[src/rtl/fifo_singleclock_multi_rd_port_fwft.sv]
// fifo_singleclock_multi_rd_port_fwft
//   Synchronous first-word-fall-through FIFO with NPORTS independent read ports
//   that share one storage array. Every word is delivered to every enabled port.
//   A port can be removed at run time through port_en, so a dead path no longer
//   holds back the writer.
//
//   clk, rst    clock, synchronous active-high reset
//   din, wr_en  write side; full means the write is dropped this cycle
//   prog_full   fill level >= PROG_FULL (tied 0 when PROG_FULL == 0)
//   port_en     per-port enable; a disabled port is excluded from fill accounting
//   dout        per-port head word, valid when empty[i] == 0
//   rd_en       per-port pop of dout[i]
//   empty       per-port "dout[i] invalid"
//   level       occupancy seen by the slowest enabled port

// fifo_mrp_rd_port
//   One read port: a pointer into the shared array plus a one-word output
//   register. rd_ptr_q tracks the word in the output register, so occupancy
//   includes that word and its storage slot stays reserved until it is popped.
//
//   en_rise            port is being (re)enabled at this edge
//   wr_ptr/_nxt/_vis   current, next and one-cycle-delayed write pointer
//   rd_en, rd_data     pop request; storage word at rd_idx
//   dout, empty, occ   head word, head invalid, per-port occupancy
module fifo_mrp_rd_port #(
  parameter int WIDTH = 8,
  parameter int DEPTH = 32,
  parameter int PW    = $clog2(DEPTH) + 1
) (
  input  logic             clk,
  input  logic             rst,
  input  logic             en_rise,
  input  logic [PW-1:0]    wr_ptr,
  input  logic [PW-1:0]    wr_ptr_nxt,
  input  logic [PW-1:0]    wr_vis,
  input  logic             rd_en,
  input  logic [WIDTH-1:0] rd_data,
  output logic [PW-2:0]    rd_idx,
  output logic [WIDTH-1:0] dout,
  output logic             empty,
  output logic [PW-1:0]    occ
);

  logic [PW-1:0]    rd_ptr_q, rd_ptr_d;
  logic             vld_q, vld_d;
  logic [WIDTH-1:0] dout_q, dout_d;
  logic [PW-1:0]    fetch_ptr, avail;
  logic             pop, load;

  always_comb begin
    pop       = rd_en & vld_q;
    // next word to prefetch sits just past the one held in the output register
    fetch_ptr = rd_ptr_q + PW'(vld_q);
    // availability is judged on the delayed write pointer, which gives the
    // two-edge write-to-dout latency. Right after a re-enable the delayed
    // pointer can trail fetch_ptr by one, so only 1..DEPTH counts as data.
    avail     = wr_vis - fetch_ptr;
    load      = (!vld_q || pop) && (avail != '0) && (avail <= PW'(DEPTH));
    rd_ptr_d  = rd_ptr_q + PW'(pop);
    vld_d     = load || (vld_q && !pop);
    dout_d    = load ? rd_data : dout_q;
    if (en_rise) begin
      // resynchronise to the post-write pointer: a write at this edge is not delivered
      rd_ptr_d = wr_ptr_nxt;
      vld_d    = 1'b0;
      dout_d   = dout_q;
    end
  end

  always_ff @(posedge clk) begin
    if (rst) begin
      rd_ptr_q <= '0;
      vld_q    <= 1'b0;
      dout_q   <= '0;
    end else begin
      rd_ptr_q <= rd_ptr_d;
      vld_q    <= vld_d;
      dout_q   <= dout_d;
    end
  end

  assign rd_idx = fetch_ptr[PW-2:0];
  assign dout   = dout_q;
  assign empty  = !vld_q;
  assign occ    = wr_ptr - rd_ptr_q;

endmodule

module fifo_singleclock_multi_rd_port_fwft #(
  parameter int WIDTH     = 8,
  parameter int DEPTH     = 32,
  parameter int NPORTS    = 2,
  parameter int PROG_FULL = 0
) (
  input  logic                         clk,
  input  logic                         rst,
  input  logic [WIDTH-1:0]             din,
  input  logic                         wr_en,
  output logic                         full,
  output logic                         prog_full,
  input  logic [NPORTS-1:0]            port_en,
  output logic [NPORTS-1:0][WIDTH-1:0] dout,
  input  logic [NPORTS-1:0]            rd_en,
  output logic [NPORTS-1:0]            empty,
  output logic [$clog2(DEPTH):0]       level
);

  localparam int AW = $clog2(DEPTH);
  localparam int PW = AW + 1;

  logic [PW-1:0]     wr_ptr_q, wr_ptr_d;
  logic [PW-1:0]     wr_vis_q, wr_vis_d;
  logic [NPORTS-1:0] en_q, en_d;
  logic [WIDTH-1:0]  mem_q [DEPTH];

  logic [NPORTS-1:0][PW-1:0]    occ;
  logic [NPORTS-1:0][AW-1:0]    rd_idx;
  logic [NPORTS-1:0][WIDTH-1:0] rd_data;
  logic [NPORTS-1:0]            en_rise;
  logic [PW-1:0]                level_c;
  logic                         wr_acc;

  always_comb begin
    // slowest enabled port sets the fill level; the registered enable makes a
    // dropped port leave the accounting one cycle after port_en falls
    level_c = '0;
    for (int i = 0; i < NPORTS; i++)
      if (en_q[i] && (occ[i] > level_c)) level_c = occ[i];
  end

  assign full    = (level_c == PW'(DEPTH));
  assign level   = level_c;
  assign wr_acc  = wr_en && !full;
  assign en_rise = port_en & ~en_q;

  always_comb begin
    wr_ptr_d = wr_ptr_q + PW'(wr_acc);
    wr_vis_d = wr_ptr_q;
    en_d     = port_en;
  end

  generate
    if (PROG_FULL == 0) begin : g_no_pf
      assign prog_full = 1'b0;
    end else begin : g_pf
      assign prog_full = (level_c >= PW'(PROG_FULL));
    end
  endgenerate

  always_ff @(posedge clk) begin
    if (rst) begin
      wr_ptr_q <= '0;
      wr_vis_q <= '0;
      // seed from the live enables so ports enabled across reset see the first write
      en_q     <= port_en;
    end else begin
      wr_ptr_q <= wr_ptr_d;
      wr_vis_q <= wr_vis_d;
      en_q     <= en_d;
    end
  end

  // storage needs no reset: pointers alone define what is valid
  always_ff @(posedge clk) begin
    if (wr_acc) mem_q[wr_ptr_q[AW-1:0]] <= din;
  end

  genvar g;
  generate
    for (g = 0; g < NPORTS; g++) begin : g_port
      assign rd_data[g] = mem_q[rd_idx[g]];
      fifo_mrp_rd_port #(.WIDTH(WIDTH), .DEPTH(DEPTH), .PW(PW)) u_port (
        .clk        (clk),
        .rst        (rst),
        .en_rise    (en_rise[g]),
        .wr_ptr     (wr_ptr_q),
        .wr_ptr_nxt (wr_ptr_d),
        .wr_vis     (wr_vis_q),
        .rd_en      (rd_en[g]),
        .rd_data    (rd_data[g]),
        .rd_idx     (rd_idx[g]),
        .dout       (dout[g]),
        .empty      (empty[g]),
        .occ        (occ[g])
      );
    end
  endgenerate

endmodule

[config.mk]
export PLATFORM = sky130hd
export DESIGN_NAME = fifo_singleclock_multi_rd_port_fwft
export DESIGN_NICKNAME = d
export VERILOG_FILES = /design/src/rtl/fifo_singleclock_multi_rd_port_fwft.sv
export SDC_FILE = /design/constraint.sdc
export NUM_CORES = 1
export LEC_CHECK = 0
export BUFFER_PORTS_ARGS = -buffer_cell sky130_fd_sc_hd__buf_2
export CORE_MARGIN = 5
export CORE_UTILIZATION = 40
export CTS_CLUSTER_DIAMETER = 150
export CTS_CLUSTER_SIZE = 24
export DETAILED_ROUTE_END_ITERATION = 16
export PLACE_DENSITY = 0.62
export SYNTH_ARGS = -nofsm -noshare
export SYNTH_HDL_FRONTEND = slang
export SYNTH_SLANG_ARGS = --single-unit
[constraint.sdc]
create_clock -name clk -period 4.2 [get_ports clk]
set_input_delay 0.42 -clock clk [delete_from_list [all_inputs] [get_ports clk]]
set_output_delay 0.42 -clock clk [all_outputs]
set_load 0.03 [all_outputs]
==> impl_metrics.ini <==
[finish]
regArea_mm2 = 0.00857
fillers = 3360
fin_area_mm2 = 0.0169
final_cells = 1588
nNetsFinal = 1120
multi_input_area_mm2 = 0.00635
area_growth_pct = 11.3
drive_gt1_frac = 0.254
diodes = 0

[route]
antenna_left = 0
via_per_inst = 5.81
route.detailed.drc = 0
routed.top_layer = met4
drt-met1-wl_um = 17000
num_vias = 9230
wl_met3_um = 2600
routedWlPerCell_um = 24.4
drtIter0Drc = 939
dr_wl_met2_um = 18100
drt_wl_total_um = 38800
dr.pass1.iters = 5

[power]
p_leak_nw = 5.61
p_int_w = 0.00599
seq_power_share = 0.378
pwr-share-clk = 0.184
p_comb_frac = 0.438
ir_drop_mv = 0.311
power_w = 0.00915
p_sw_frac = 0.346
power.density_mw_per_mm2 = 543
switchingPower_w = 0.00317

[yosys]
muxShareOfSynthArea = 0.243
yosysSeqAreaShare = 0.566
synth_nets = 1062
synth_edf_count = 256
syn_area_mm2 = 0.0152
avgSynthCellArea_um2 = 15.0
ys_async_sr_fraction = 0
yosys_warnings = 0
synth_xor_area_frac = 0.0179
synth_compound_area_frac = 0.0498
syn_inst = 1009
synthAdderAreaFrac = 0.0324
synth_simple_gate_area_share = 0.0678
yosys_register_bits = 300
synth_top_family_by_area = multiplexers
ys_types = 54
synth_flop_cell = edfxtp_1

[floorplanning]
fp.dieH_um = 205
fp.dieW_um = 205
start_util = 0.404
ios = 41
core_mm2 = 0.0375
dieArea_mm2 = 0.0419
row_count = 71

[min_path]
hold_path_class = in -> reg
hold_path_startpoint = port_en[1]

[sta]
final_critical_path_setup_slack_ps = 167
layout_min_cycle_time_ps = 4030
finalSetupViolCount = 0
max-slew-margin-rel = 0.445
drv_slew = 0
skew_ps = 28.3
max_freq_mhz = 248
worstMarginPinSlew_ps = 833
hold_viol = 0
finalCritPeriodShare = 0.960

[place]
numPortBuffers = 39
gp_congestion = 0.878
post-place-ws_ps = 206
numPlacedInstances = 1558
dpl.hpwl_um = 25000
postPlaceCellArea_mm2 = 0.0163

[worst_setup_path]
r2r_start = g_port[0].u_port.vld_q
required_ps = 3780
path_depth = 16
cpPeakStageDelay_ps = 390
start_kind = flop
cp_cell_sequence = inv_2 -> ha_1 -> inv_1 -> fa_1 -> nand2_1 -> nand2_1 -> a21oi_1 -> xnor2_2 -> ha_1 -> nand3_1 -> o21bai_1 -> a21oi_2 -> nor2_1 -> a32o_2 -> buf_12 -> buf_4
cp.buffers_inverters = 4
crit_fanout = 17
critPathCaptureType = output port
reg2reg_to = g_port[0].u_port.dout[6]
arrival_ps = 3610
crit_type = reg -> out
crit_path_top_delay_cell = fa_1
crit_family = compound AO/OA/AOI/OAI gates
startpoint = wr_ptr_q[0]
reg2regPathDepth = 11
crit_path_end = full
ff2ff_setup_slack_ps = 280

[grt]
grt.overflow.total = 0
first_global_vias = 9086
grt_pass1_wl_um = 57600
grt_antenna_before_repair = 0
grt_usage = 0.183
grt_max_degree = 65

[clock_tree]
clk_pin_slew_worst_paths_ps = 100
htreeDepth = 1
holdBufCountCts = 0
numCtsBuffers = 16
cts_tree = built
cts_sinks = 300
root_buffer = clkbuf_16
clk_latency_ps = 520
clock_tree.buffer_depth = 3

[status]
status = finished clean

[job]
drv_cap = 0
## power by group through the flow
stage               clock [W]  sequential (W)  combinational [W]
detailed placement          0         0.00352            0.00396
global route          0.00184         0.00348            0.00432
CTS                   0.00174         0.00346            0.00398
finish                0.00169         0.00346            0.00401
floorplan                   0         0.00362            0.00284
global placement            0         0.00352            0.00393
## cell families (layout without fill, tap and decap cells)
group                    count (synthesis)  count (layout)
XOR/XNOR                                31              31
flip-flops                             300             300
adder cells (fa/ha/maj)                 38              38
AND/OR/NAND/NOR                        225             225
AO/OA/AOI/OAI                          119             119
multiplexers                           208             208
other                                    1               1
buffers and inverters                   87             155
## synth_stat cells (6+ instances only)
cell type	n	area (µm²)
edfxtp_1	256	7690
mux4_2	128	2880
nand2_1	87	327
mux2i_1	76	761
nor2_1	63	236
dfxtp_1	44	881
clkbuf_1	40	150
ha_1	36	450
a21oi_1	29	145
o22ai_1	24	150
inv_1	22	82.6
o21ai_0	21	105
nand3_1	18	90.1
xnor2_1	18	158
buf_1	17	63.8
nor2b_1	15	93.8
xor2_1	13	114
and2_1	10	62.6
nor3_1	9	45.0
o31ai_1	9	67.6
a211oi_1	6	45.0
## state kept, by name (all words and copies together), names as in the netlist
name / cells
en_q: 2
g_port.u_port.dout: 16
mem_q: 256
wr_ptr_q: 6
wr_vis_q: 6
g_port.u_port.rd_ptr_q: 12
g_port.u_port.vld_q: 2
## through the flow
| step | hold slack, ps | utilization | TNS, ps |
|---|---|---|---|
| 4_1_cts | 7.75 | 0.448 | 0 |
| 2_1_floorplan | 448 | - | 0 |
| 6_report | 22.5 | 0.450 | 0 |
| 5_1_grt | 4.44 | 0.450 | -8.11 |
| 3_5_place_dp | 450 | 0.435 | 0 |
| 3_3_place_gp | 446 | 0.435 | 0 |
## cell type report
cell class	count	share of cell area
multi-input cells	622	0.376
clock inverters	2	0.00193
well taps	511	0.0379
inverters	25	0.00556
repair buffers	102	0.0440
clock buffers	26	0.0260
flip-flops and latches	300	0.508
## layer usage
layer / vias up / GRT usage
li1: 4084 / -
met1: 4776 / 0.267
met2: 324 / 0.293
met3: 46 / 0.0250
met4: 0 / 0.0500
met5: - / 0
## cells in the final DEF, fill, tap and decap left out, types with 21 or more instances in the layout
cell,instances
a21oi_1,27
buf_2,38
buf_4,58
dfxtp_1,42
edfxtp_1,256
ha_1,32
inv_1,21
mux2i_1,76
mux4_2,128
nand2_1,87
nor2_1,62
o22ai_1,24
## worst min path at each step
stage	slack, ps	end	cells after the start
after floorplan	450	en_q[0]	0
after global placement	450	g_port[1].u_port.dout[0]	2
after detailed placement	450	g_port[1].u_port.dout[6]	2
after CTS	8	en_q[1]	1
after global routing	4	en_q[1]	1
final	20	en_q[1]	1
## repair_timing
| item | in CTS | in global routing |
|---|---|---|
| pin swaps | 0 | 2 |
| setup endpoints to repair | 1 | 12 |
| buffers inserted | 0 | 1 |
| gates cloned | 0 | 1 |
| gates resized for setup | 3 | 13 |
(Power assumes the default switching activity.)
